**src/rtl/clken_rst_seq.sv**
```systemverilog
// -----------------------------------------------------------------------------
// clken_rst_seq
//
// Clock-enable and reset sequencer at the top of the frame-converter core.
// From the single pixel clock pck it derives NCH divided clock-enable channels
// and releases NCH active-low channel resets in a staggered sequence once cken
// has been held high for RST_DLY edges.
//
// Ports
//   pck        in   1          pixel clock, everything runs on its rising edge
//   rst        in   1          synchronous active-high reset, overrides all
//   cken       in   1          clock-valid qualifier; low holds channels in reset
//   div_val    in   NCH*DIV_W  requested ratios, channel i at [i*DIV_W +: DIV_W]
//   div_load   in   NCH        per-channel strobe capturing div_val into pending
//   align      in   1          (CKGEN_ALIGN_EN only) phase-align released dividers
//   ce_out     out  NCH        one-pck-wide enable pulse per channel
//   ph_out     out  NCH        phase flag, toggles on every ce_out pulse
//   rstb_out   out  NCH        active-low channel reset, 1 = released
//   all_ready  out  1          registered AND of rstb_out
//
// Configuration
//   CKGEN_ALIGN_EN  when defined, adds the align input. Without it the
//                   dividers free-run.
// -----------------------------------------------------------------------------
module clken_rst_seq #(
  parameter int NCH     = 3,
  parameter int DIV_W   = 8,
  parameter int RST_DLY = 16,
  parameter int STAGGER = 4,
  parameter int DIV_DEF = 1
) (
  input  logic                 pck,
  input  logic                 rst,
  input  logic                 cken,
  input  logic [NCH*DIV_W-1:0] div_val,
  input  logic [NCH-1:0]       div_load,
`ifdef CKGEN_ALIGN_EN
  input  logic                 align,
`endif
  output logic [NCH-1:0]       ce_out,
  output logic [NCH-1:0]       ph_out,
  output logic [NCH-1:0]       rstb_out,
  output logic                 all_ready
);

  // Last channel's release threshold; the sequence counter saturates here.
  localparam int T_LAST = RST_DLY + (NCH - 1) * STAGGER;
  localparam int CNT_W  = (T_LAST < 1) ? 1 : $clog2(T_LAST + 1);

  localparam logic [CNT_W-1:0] SEQ_MAX   = CNT_W'(T_LAST);
  localparam logic [DIV_W-1:0] RATIO_DEF = DIV_W'(DIV_DEF);

  // Release threshold of channel i, in consecutive cken-high edges.
  function automatic logic [CNT_W-1:0] thresh(input int i);
    return CNT_W'(RST_DLY + i * STAGGER);
  endfunction

  // Saturating increment of the sequence counter.
  function automatic logic [CNT_W-1:0] sat_inc(input logic [CNT_W-1:0] v);
    return (v == SEQ_MAX) ? v : v + CNT_W'(1);
  endfunction

  // A programmed ratio of zero behaves as divide-by-one.
  function automatic logic [DIV_W-1:0] eff_ratio(input logic [DIV_W-1:0] r);
    return (r == '0) ? DIV_W'(1) : r;
  endfunction

  // ---------------------------------------------------------------------------
  // State
  // ---------------------------------------------------------------------------
  logic [CNT_W-1:0] seq_q, seq_d;
  logic [NCH-1:0]   rstb_q, rstb_d;
  logic             rdy_q, rdy_d;

  logic [DIV_W-1:0] dcnt_q [NCH];
  logic [DIV_W-1:0] dcnt_d [NCH];
  logic [DIV_W-1:0] act_q  [NCH];
  logic [DIV_W-1:0] act_d  [NCH];
  logic [DIV_W-1:0] pend_q [NCH];
  logic [DIV_W-1:0] pend_d [NCH];
  logic [NCH-1:0]   ce_q, ce_d;
  logic [NCH-1:0]   ph_q, ph_d;
  logic [NCH-1:0]   term;
  logic             align_s;

`ifdef CKGEN_ALIGN_EN
  assign align_s = align;
`else
  assign align_s = 1'b0;
`endif

  // ---------------------------------------------------------------------------
  // Release sequencer
  // ---------------------------------------------------------------------------
  always_comb begin
    seq_d  = seq_q;
    rstb_d = rstb_q;
    if (!cken) begin
      // Losing the clock qualifier drops every channel back into reset and
      // restarts the release sequence from scratch.
      seq_d  = '0;
      rstb_d = '0;
    end else begin
      seq_d = sat_inc(seq_q);
      // seq_d equals the number of consecutive cken-high edges including this
      // one, so a channel releases on exactly its T_i-th edge.
      for (int i = 0; i < NCH; i++) begin
        rstb_d[i] = (seq_d >= thresh(i));
      end
    end
  end

  // One edge behind rstb_out by construction.
  assign rdy_d = &rstb_q;

  // ---------------------------------------------------------------------------
  // Per-channel dividers
  // ---------------------------------------------------------------------------
  always_comb begin
    ce_d = '0;
    ph_d = ph_q;
    term = '0;
    for (int i = 0; i < NCH; i++) begin
      pend_d[i] = div_load[i] ? div_val[i*DIV_W +: DIV_W] : pend_q[i];
      act_d[i]  = act_q[i];
      dcnt_d[i] = dcnt_q[i];
      term[i]   = (dcnt_q[i] == eff_ratio(act_q[i]) - DIV_W'(1));

      if (!rstb_q[i]) begin
        // Held in reset: a ratio loaded now is live from the first period.
        dcnt_d[i] = '0;
        ph_d[i]   = 1'b0;
        act_d[i]  = pend_d[i];
      end else if (align_s) begin
        // Alignment restarts every released channel from count 0 with no
        // pulse. A terminal edge coinciding with it still commits the pending
        // ratio so that a queued ratio change is not lost.
        dcnt_d[i] = '0;
        ph_d[i]   = 1'b0;
        if (term[i]) begin
          act_d[i] = pend_q[i];
        end
      end else if (term[i]) begin
        // Ratio changes are committed only here, so a period is never cut
        // short. pend_q (not pend_d) is used: a load on this very edge waits
        // for the next terminal edge.
        dcnt_d[i] = '0;
        ce_d[i]   = 1'b1;
        ph_d[i]   = ~ph_q[i];
        act_d[i]  = pend_q[i];
      end else begin
        dcnt_d[i] = dcnt_q[i] + DIV_W'(1);
      end
    end
  end

  // ---------------------------------------------------------------------------
  // Registers
  // ---------------------------------------------------------------------------
  always_ff @(posedge pck) begin
    if (rst) begin
      seq_q  <= '0;
      rstb_q <= '0;
      rdy_q  <= 1'b0;
      ce_q   <= '0;
      ph_q   <= '0;
      for (int i = 0; i < NCH; i++) begin
        dcnt_q[i] <= '0;
        act_q[i]  <= RATIO_DEF;
        pend_q[i] <= RATIO_DEF;
      end
    end else begin
      seq_q  <= seq_d;
      rstb_q <= rstb_d;
      rdy_q  <= rdy_d;
      ce_q   <= ce_d;
      ph_q   <= ph_d;
      for (int i = 0; i < NCH; i++) begin
        dcnt_q[i] <= dcnt_d[i];
        act_q[i]  <= act_d[i];
        pend_q[i] <= pend_d[i];
      end
    end
  end

  assign ce_out    = ce_q;
  assign ph_out    = ph_q;
  assign rstb_out  = rstb_q;
  assign all_ready = rdy_q;

endmodule

```
**config.mk**
```make
export PLATFORM = sky130hd
export DESIGN_NAME = clken_rst_seq
export DESIGN_NICKNAME = d
export VERILOG_FILES = /design/src/rtl/clken_rst_seq.sv
export SDC_FILE = /design/constraint.sdc
export NUM_CORES = 1
export LEC_CHECK = 0
export CAP_MARGIN = 10
export CORE_ASPECT_RATIO = 0.7
export CORE_UTILIZATION = 49
export CTS_CLUSTER_SIZE = 28
export DETAILED_ROUTE_END_ITERATION = 6
export PLACE_DENSITY = 0.82
export SYNTH_ARGS = -nofsm -noshare
export SYNTH_HDL_FRONTEND = slang
export SYNTH_SLANG_ARGS = --single-unit
```
**constraint.sdc**
```tcl
create_clock -name pck -period 3.7 [get_ports pck]
set_input_delay 0.37 -clock pck [delete_from_list [all_inputs] [get_ports pck]]
set_output_delay 0.37 -clock pck [all_outputs]
set_load 0.02 [all_outputs]
```
==> results of run 1 <==
[through the flow]
step	power (mW)	hold slack, ps
after detailed placement	1.31	472
after global routing	2.23	510
after floorplan	1.22	433
after global placement	1.30	466
final	2.14	486
after CTS	2.15	488
[per-layer routing]
layer | GRT usage, % | part of all wire, % | routed length (um)
met3 | 5.85 | 6.0 | 564
met2 | 36.0 | 45 | 4250
met5 | 0 | 0 | 0
met1 | 29.5 | 47 | 4430
met4 | 6.53 | 1.5 | 140
[area by class of cell]
cell class | instances | area [um2]
clock buffer | 11 | 243
clock inverter | 5 | 33.8
fill | 698 | 3120
inverter | 12 | 45.0
multi-input combinational | 337 | 2320
sequential | 87 | 1740
tap | 101 | 126
timing repair buffer | 46 | 443
[worst max path at each step]
| stage | start | cells past startpoint | to | slack, ps |
|---|---|---|---|---|
| final | act_q[0][18] | 9 | act_q[0][16] | 660 |
| after global routing | act_q[0][18] | 9 | act_q[0][16] | 430 |
| after CTS | act_q[0][18] | 9 | act_q[0][16] | 700 |
| after detailed placement | act_q[0][18] | 9 | act_q[0][16] | 730 |
| after global placement | act_q[0][18] | 9 | act_q[0][16] | 860 |
| after floorplan | act_q[0][18] | 9 | act_q[0][16] | 980 |
[critical path, delay by kind of cell, from the launching register on]
kind / cells / cell delay [ps]
AO/OA/AOI/OAI: 2 / 310
adder cells (fa/ha/maj): 1 / 280
XOR/XNOR: 1 / 220
flip-flops: 1 / 370
AND/OR/NAND/NOR: 5 / 1740
[cells by family after synthesis]
family          Yosys count  synth area share (%)
mux                      34                  8.13
xor+xnor                 51                  10.6
simple gates            169                  20.8
compound gates           75                  13.2
buf+inv                  34                  3.42
fa+ha+maj                 8                  2.38
flops                    87                  41.4
[cell usage in the layout (no fill, tap or decap), types with 9 or more instances in the layout]
cell type	instances
sky130_fd_sc_hd__mux2i_1	33
sky130_fd_sc_hd__inv_1	11
sky130_fd_sc_hd__xor2_1	25
sky130_fd_sc_hd__nand3_1	20
sky130_fd_sc_hd__clkdlybuf4s50_1	39
sky130_fd_sc_hd__nand4_1	9
sky130_fd_sc_hd__nand2_1	21
sky130_fd_sc_hd__nor2_1	52
sky130_fd_sc_hd__clkbuf_16	9
sky130_fd_sc_hd__dfxtp_1	87
sky130_fd_sc_hd__a21oi_1	27
sky130_fd_sc_hd__xnor2_1	26
sky130_fd_sc_hd__and3_1	11
sky130_fd_sc_hd__nor3_1	28
[registers in the layout, summed over array words and instances, names as in the netlist]
name       cells
act_q         24
dcnt_q        24
pend_q        24
seq_q          5
ce_out         3
ph_out         3
rstb_out       3
all_ready      1
[power by group through the flow]
stage	sequential [mW]	clock (mW)	combinational (mW)
6_report	1.00	0.839	0.293
3_5_place_dp	1.02	0	0.290
3_3_place_gp	1.02	0	0.280
2_1_floorplan	1.01	0	0.212
4_1_cts	1.00	0.856	0.292
5_1_grt	1.01	0.901	0.321
==> qor.yml, run 1 <==
status:
  run_status: "finished clean"
worst_setup_path:
  timing.critical_path.from_type: "register"
  critical_path.cell_chain: "nor4_2, a21oi_1, ha_1, xnor2_1, or2_2, nand3_1, or3_4, or4_1, o311a_1"
  criticalPathCategory: "register to register"
  worstReg2RegEnd: "act_q[0][16]"
  cp.required_ps: 3930
  critical_path_arrival_ps: 3260
  worstSetupEndpointType: "register"
  reg2reg_from: "act_q[0][18]"
  r2r_depth: 9
  crit_slowest_cell: "sky130_fd_sc_hd__nor4_2"
  critPathMaxFanout: 7
  critical-path-max-stage-delay_ps: 570
  regToRegSetupSlack_ps: 660
route:
  dr.first_iter.drc_count: 214
  first_pass_drt_iterations: 4
  drt_wl_total_um: 9380
  drt.antenna.violating_nets: 0
  post_drt_wl_per_cell_um: 15.7
  avgViaCountPerCell: 5.79
  post_detailed_route_drc_marker_count: 0
  vias: 3470
worst_hold_path:
  worstHoldStart: "pend_q[0][16]"
  hold_path_end: "pend_q[0][16]"
  worst_hold_path.num_cells: 2
  hp-class: "register to register"
logic_synthesis:
  ys.flop_type: "sky130_fd_sc_hd__dfxtp_1"
  synthTopCellsByArea: "sky130_fd_sc_hd__dfxtp_1 41%, sky130_fd_sc_hd__mux2i_1 7.9%, sky130_fd_sc_hd__xnor2_1 5.4%"
  synth.top_cells.by_count: "87 x sky130_fd_sc_hd__dfxtp_1, 52 x sky130_fd_sc_hd__nor2_1, 33 x sky130_fd_sc_hd__mux2i_1"
  syn_area_per_cell_um2: 9.18
  synth.distinct_cells: 58
  ys_ff_latch: 87
  asyncSetResetFlopFracSynth_pct: 0
  yosys.cell_count.top_type: "sky130_fd_sc_hd__dfxtp_1"
  postSynthCellCount: 458
  cell_taking_the_most_area_after_synthesis: "sky130_fd_sc_hd__dfxtp_1"
  synth.net_count: 496
  synth_top_cell_area_share_pct: 41.4
  netlist_area_before_placement_mm2: 0.00420
  seq_area_frac_synth_pct: 41.4
  yosys_warnings: 0
  synth-edff-count: 0
cts:
  clkSinkCount: 87
  cts_tree: "yes"
  post-cts-setup-buffers: 0
  ctsHoldBuffers: 0
  worstSkewPairLatency_ps: 340
  cts-htree-levels: 3
  clk_pin_slew_worst_paths_ps: 60
  cts_buffers: 9
  cts.repair.resized: 0
  clockRootBuffer: "sky130_fd_sc_hd__clkbuf_16"
  cts_max_path_buffers: 2
final_layout:
  layoutNonFillerInstCount: 599
  antenna_cells: 0
  area_growth_syn_to_fin_pct: 17.8
  fin_util_pct: 61.3
  final_net_count: 531
  final_cell_area_mm2: 0.00495
  post_route_cells_drive_above_1_share_pct: 6.63
global_route:
  globalRoute.totalOverflow: 0
  grt_pass1_vias: 3349
  grtUsageTotal_pct: 22.4
  largest_net_degree_at_the_start_of_global_routing: 41
  grt_antenna_before_repair: 0
  grt_first_pass_wirelength_um: 15900
power:
  power.share.clock_pct: 39.3
  peakVddDrop_mv: 0.297
  internal_dissipation_mw: 1.58
  p_leak_nw: 1.88
  cellPowerDensity_mw_per_mm2: 431
  sequential_power_share_pct: 47.0
  p_switching_uw: 558
  combinationalPowerShare_pct: 13.7
  netSwitchingFraction_pct: 26.1
floorplan:
  top_level_ports: 40
  die_area_mm2: 0.00896
  fp.dieH_um: 79.5
  chipWidth_um: 113
  initial_cell_density_of_the_core_pct: 52.1
  floorplan.rows: 27
  core_mm2: 0.00807
sta:
  setup_viol: 0
  setup_total_negative_slack_ps: 0
  report.final.hold_viol_count: 0
  fmax_mhz: 329
  clock_skew_ps: 4.06
  maxSlewHeadroom_pct: 58.1
  timing.final.max_slew_violations: 0
  post-route-min-period_ps: 3040
  period_share_pct: 82.1
  grt_setup_unrepaired: "no"
  postLayoutSetupSlackWorst_ps: 662
  worst_pin_slew_ps: 613
place:
  place_ws_ps: 730
  dp.cells: 583
  number_of_buffer_cells_added_on_primary_ports: 39
  instance_area_after_placement_mm2: 0.00467
  finalWeightedCongestion: 0.899
  dp_hpwl_um: 6750
flow_run:
  max_cap_violations: 0
No activity file was read; power rests on OpenSTA's default activity.
==> run 2, diff against run 1 <==
--- a/config.mk
+++ b/config.mk
@@ -10,7 +10,7 @@
 export CORE_UTILIZATION = 49
 export CTS_CLUSTER_SIZE = 28
 export DETAILED_ROUTE_END_ITERATION = 6
-export PLACE_DENSITY = 0.82
+export PLACE_DENSITY = 0.85
 export SYNTH_ARGS = -nofsm -noshare
 export SYNTH_HDL_FRONTEND = slang
 export SYNTH_SLANG_ARGS = --single-unit
==> constraint.sdc (replaced) <==
create_clock -name pck -period 2.7 [get_ports pck]
set_input_delay 0.27 -clock pck [delete_from_list [all_inputs] [get_ports pck]]
set_output_delay 0.27 -clock pck [all_outputs]
set_load 0.02 [all_outputs]
==> qor.yml, run 2 (synthesis gave the netlist of run 1 again) <==
status:
  run_status: "finished clean"
cts:
  clkSinkCount: 87  # unchanged
  cts_buffers: 9  # unchanged
  clockRootBuffer: "sky130_fd_sc_hd__clkbuf_16"
  cts-htree-levels: 3  # unchanged
  clk_pin_slew_worst_paths_ps: 70  # about the same
  ctsHoldBuffers: 0  # unchanged
  cts_tree: "yes"
  worstSkewPairLatency_ps: 340  # about the same
  cts_max_path_buffers: 2  # unchanged
  post-cts-setup-buffers: 0  # unchanged
place:
  finalWeightedCongestion: 0.892  # -0.77%
  dp_hpwl_um: 7080  # +4.9%
  instance_area_after_placement_mm2: 0.00483  # +3.4%
  place_ws_ps: -27.3  # -757 ps
  number_of_buffer_cells_added_on_primary_ports: 39  # unchanged
worst_setup_path:
  critical-path-max-stage-delay_ps: 500  # -70 ps
  cp.required_ps: 2930  # -1000 ps
  criticalPathCategory: "register to register"
  critical_path_arrival_ps: 2780  # -480 ps
  critPathMaxFanout: 5  # -2
  reg2reg_from: "act_q[0][21]"
  timing.critical_path.from_type: "register"
  critical_path.cell_chain: "nor4_4, a21oi_2, ha_2, nor3b_1, xnor2_1, nand3_1, or3_4, or4_1, o311a_1"
  worst_setup_path_startpoint: "act_q[0][21]"
  path_delay_family: "simple AND/OR/NAND/NOR gates"
  worstSetupEndpointType: "register"
  number_of_gates_on_the_worst_path_with_buffers_counted: 9  # unchanged
  crit_slowest_cell: "sky130_fd_sc_hd__or4_1"
  critical_path.n_buffers_inverters: 0  # unchanged
  r2r_depth: 9  # unchanged
worst_hold_path:
  hp-class: "register to register"
  worst_hold_path.num_cells: 2  # unchanged
  worstHoldStart: "pend_q[0][16]"
sta:
  worst_pin_slew_ps: 607  # -5.23 ps
  clock_skew_ps: 7.89  # +3.83 ps
  postLayoutSetupSlackWorst_ps: 157  # -506 ps
  period_share_pct: 94.2  # +12 points
  fmax_mhz: 393  # +19%
  setup_total_negative_slack_ps: 0  # unchanged
  maxSlewHeadroom_pct: 59.5  # +1.4 points
  hold_ws_ps: 494  # +7.69 ps
  grt_setup_unrepaired: "no"
  setup_viol: 0  # unchanged
  timing.final.max_slew_violations: 0  # unchanged
  post-route-min-period_ps: 2540  # -494 ps
  report.final.hold_viol_count: 0  # unchanged
route:
  post_drt_wl_per_cell_um: 15.8  # +0.70%
  avgViaCountPerCell: 5.65  # -2.5%
  vias: 3489  # +0.55%
  post_detailed_route_drc_marker_count: 0  # unchanged
  drt_wl_total_um: 9750  # +3.9%
  first_pass_drt_iterations: 4  # unchanged
  dr.first_iter.drc_count: 195  # -8.9%
  drt.antenna.violating_nets: 0  # unchanged
final_layout:
  area_growth_syn_to_fin_pct: 23.7
  mostFrequentLayoutCell: "sky130_fd_sc_hd__dfxtp_1"
  top_regs: "act_q (24), dcnt_q (24), pend_q (24)"
  commonest_cells_after_routing_fill_and_taps_aside: "84 x sky130_fd_sc_hd__dfxtp_1, 51 x sky130_fd_sc_hd__nor2_1, 39 x sky130_fd_sc_hd__clkdlybuf4s50_1, 33 x sky130_fd_sc_hd__mux2i_1"
  final_net_count: 551  # +3.8%
  post_route_cells_drive_above_1_share_pct: 12.6  # +5.9 points
  final_cell_area_mm2: 0.00520  # +5.1%
  antenna_cells: 0  # unchanged
floorplan:
  fp.dieH_um: 79.5  # unchanged
  chipWidth_um: 113  # unchanged
  floorplan.rows: 27  # unchanged
  top_level_ports: 40  # unchanged
  initial_cell_density_of_the_core_pct: 52.1  # unchanged
  die_area_mm2: 0.00896  # unchanged
  core_mm2: 0.00807  # unchanged
global_route:
  largest_net_degree_at_the_start_of_global_routing: 24  # -41%
  globalRoute.totalOverflow: 0  # unchanged
  grtUsageTotal_pct: 23.2  # +0.79 points
  grt_pass1_vias: 3352  # +0.090%
  grt_antenna_before_repair: 0  # unchanged
  grt_first_pass_wirelength_um: 16200  # +1.8%
power:
  power_mw: 3.19  # +49%
  peakVddDrop_mv: 0.392  # +32%
  cellPowerDensity_mw_per_mm2: 613  # +42%
  p_leak_nw: 2.01  # +7.2%
flow_run:
  max_cap_violations: 0  # unchanged
[run 2: cell types whose count changed in the layout (fill, tap and decap cells not counted), moves of 2 or more]
cell,delta
sky130_fd_sc_hd__dfxtp_1,-3
sky130_fd_sc_hd__ha_1,-2
sky130_fd_sc_hd__clkinvlp_4,-2
sky130_fd_sc_hd__a21oi_1,-3
sky130_fd_sc_hd__bufinv_16,+2
sky130_fd_sc_hd__ha_2,+2
sky130_fd_sc_hd__a21oi_2,+3
sky130_fd_sc_hd__dfxtp_2,+3
sky130_fd_sc_hd__nor4_4,+2
sky130_fd_sc_hd__buf_4,+20
[run 2: power by group]
part	total, mW	switching, mW	leakage [nW]	internal [mW]
Sequential	1.37	0.0408	0.712	1.33
Clock	1.35	0.515	0.159	0.832
Combinational	0.469	0.240	1.14	0.230
Total	3.19	0.795	2.01	2.39
[run 2: layout make-up]
cell class	count	area [um2]
sequential	87	1750
inverter	12	45.0
fill	649	2870
tap	101	126
clock inverter	5	82.6
clock buffer	10	239
multi-input combinational	337	2370
timing repair buffer	66	593
[run 2: final timing paths]
path | end | slack [ps]
worst min-delay path | pend_q[0][16] | 490
worst max register to register | act_q[0][16] | 160
worst max-delay path | act_q[0][16] | 160
worst min register to register | pend_q[0][16] | 490
[run 2: worst min-delay path, stage by stage, from the launching register on]
cell	delay, ps
sky130_fd_sc_hd__dfxtp_1	330
sky130_fd_sc_hd__mux2i_1	60
sky130_fd_sc_hd__nand2_1	70
[run 2: metal layers]
layer | routed length, um | global-route usage, % | vias up
met3 | 534 | 4.86 | 19
li1 | - | - | 1749
met1 | 4680 | 30.5 | 1633
met5 | 0 | 0 | -
met2 | 4350 | 37.7 | 88
met4 | 183 | 8.53 | 0
[run 2: what timing repair did]
action                     4_1_cts  5_1_grt
pin swaps                        0        5
gates resized for setup          1       13
setup endpoints to repair        8       33
[run 2: stage by stage]
| stage | instances | utilization [%] |
|---|---|---|
| after floorplan | 458 | - |
| after global placement | 603 | 59.8 |
| after detailed placement | 603 | 59.8 |
| after CTS | 618 | 63.9 |
| after global routing | 618 | 64.4 |
| final | 618 | 64.4 |
==> run 3, diff against run 2 <==
--- a/config.mk
+++ b/config.mk
@@ -5,12 +5,12 @@
 export SDC_FILE = /design/constraint.sdc
 export NUM_CORES = 1
 export LEC_CHECK = 0
-export CAP_MARGIN = 10
 export CORE_ASPECT_RATIO = 0.7
 export CORE_UTILIZATION = 49
-export CTS_CLUSTER_SIZE = 28
+export CTS_CLUSTER_SIZE = 14
 export DETAILED_ROUTE_END_ITERATION = 6
 export PLACE_DENSITY = 0.85
+export SKIP_LAST_GASP = 1
 export SYNTH_ARGS = -nofsm -noshare
 export SYNTH_HDL_FRONTEND = slang
 export SYNTH_SLANG_ARGS = --single-unit
==> results of run 3 <==
The final DEF is identical to that of run 2; final timing and power are the same.
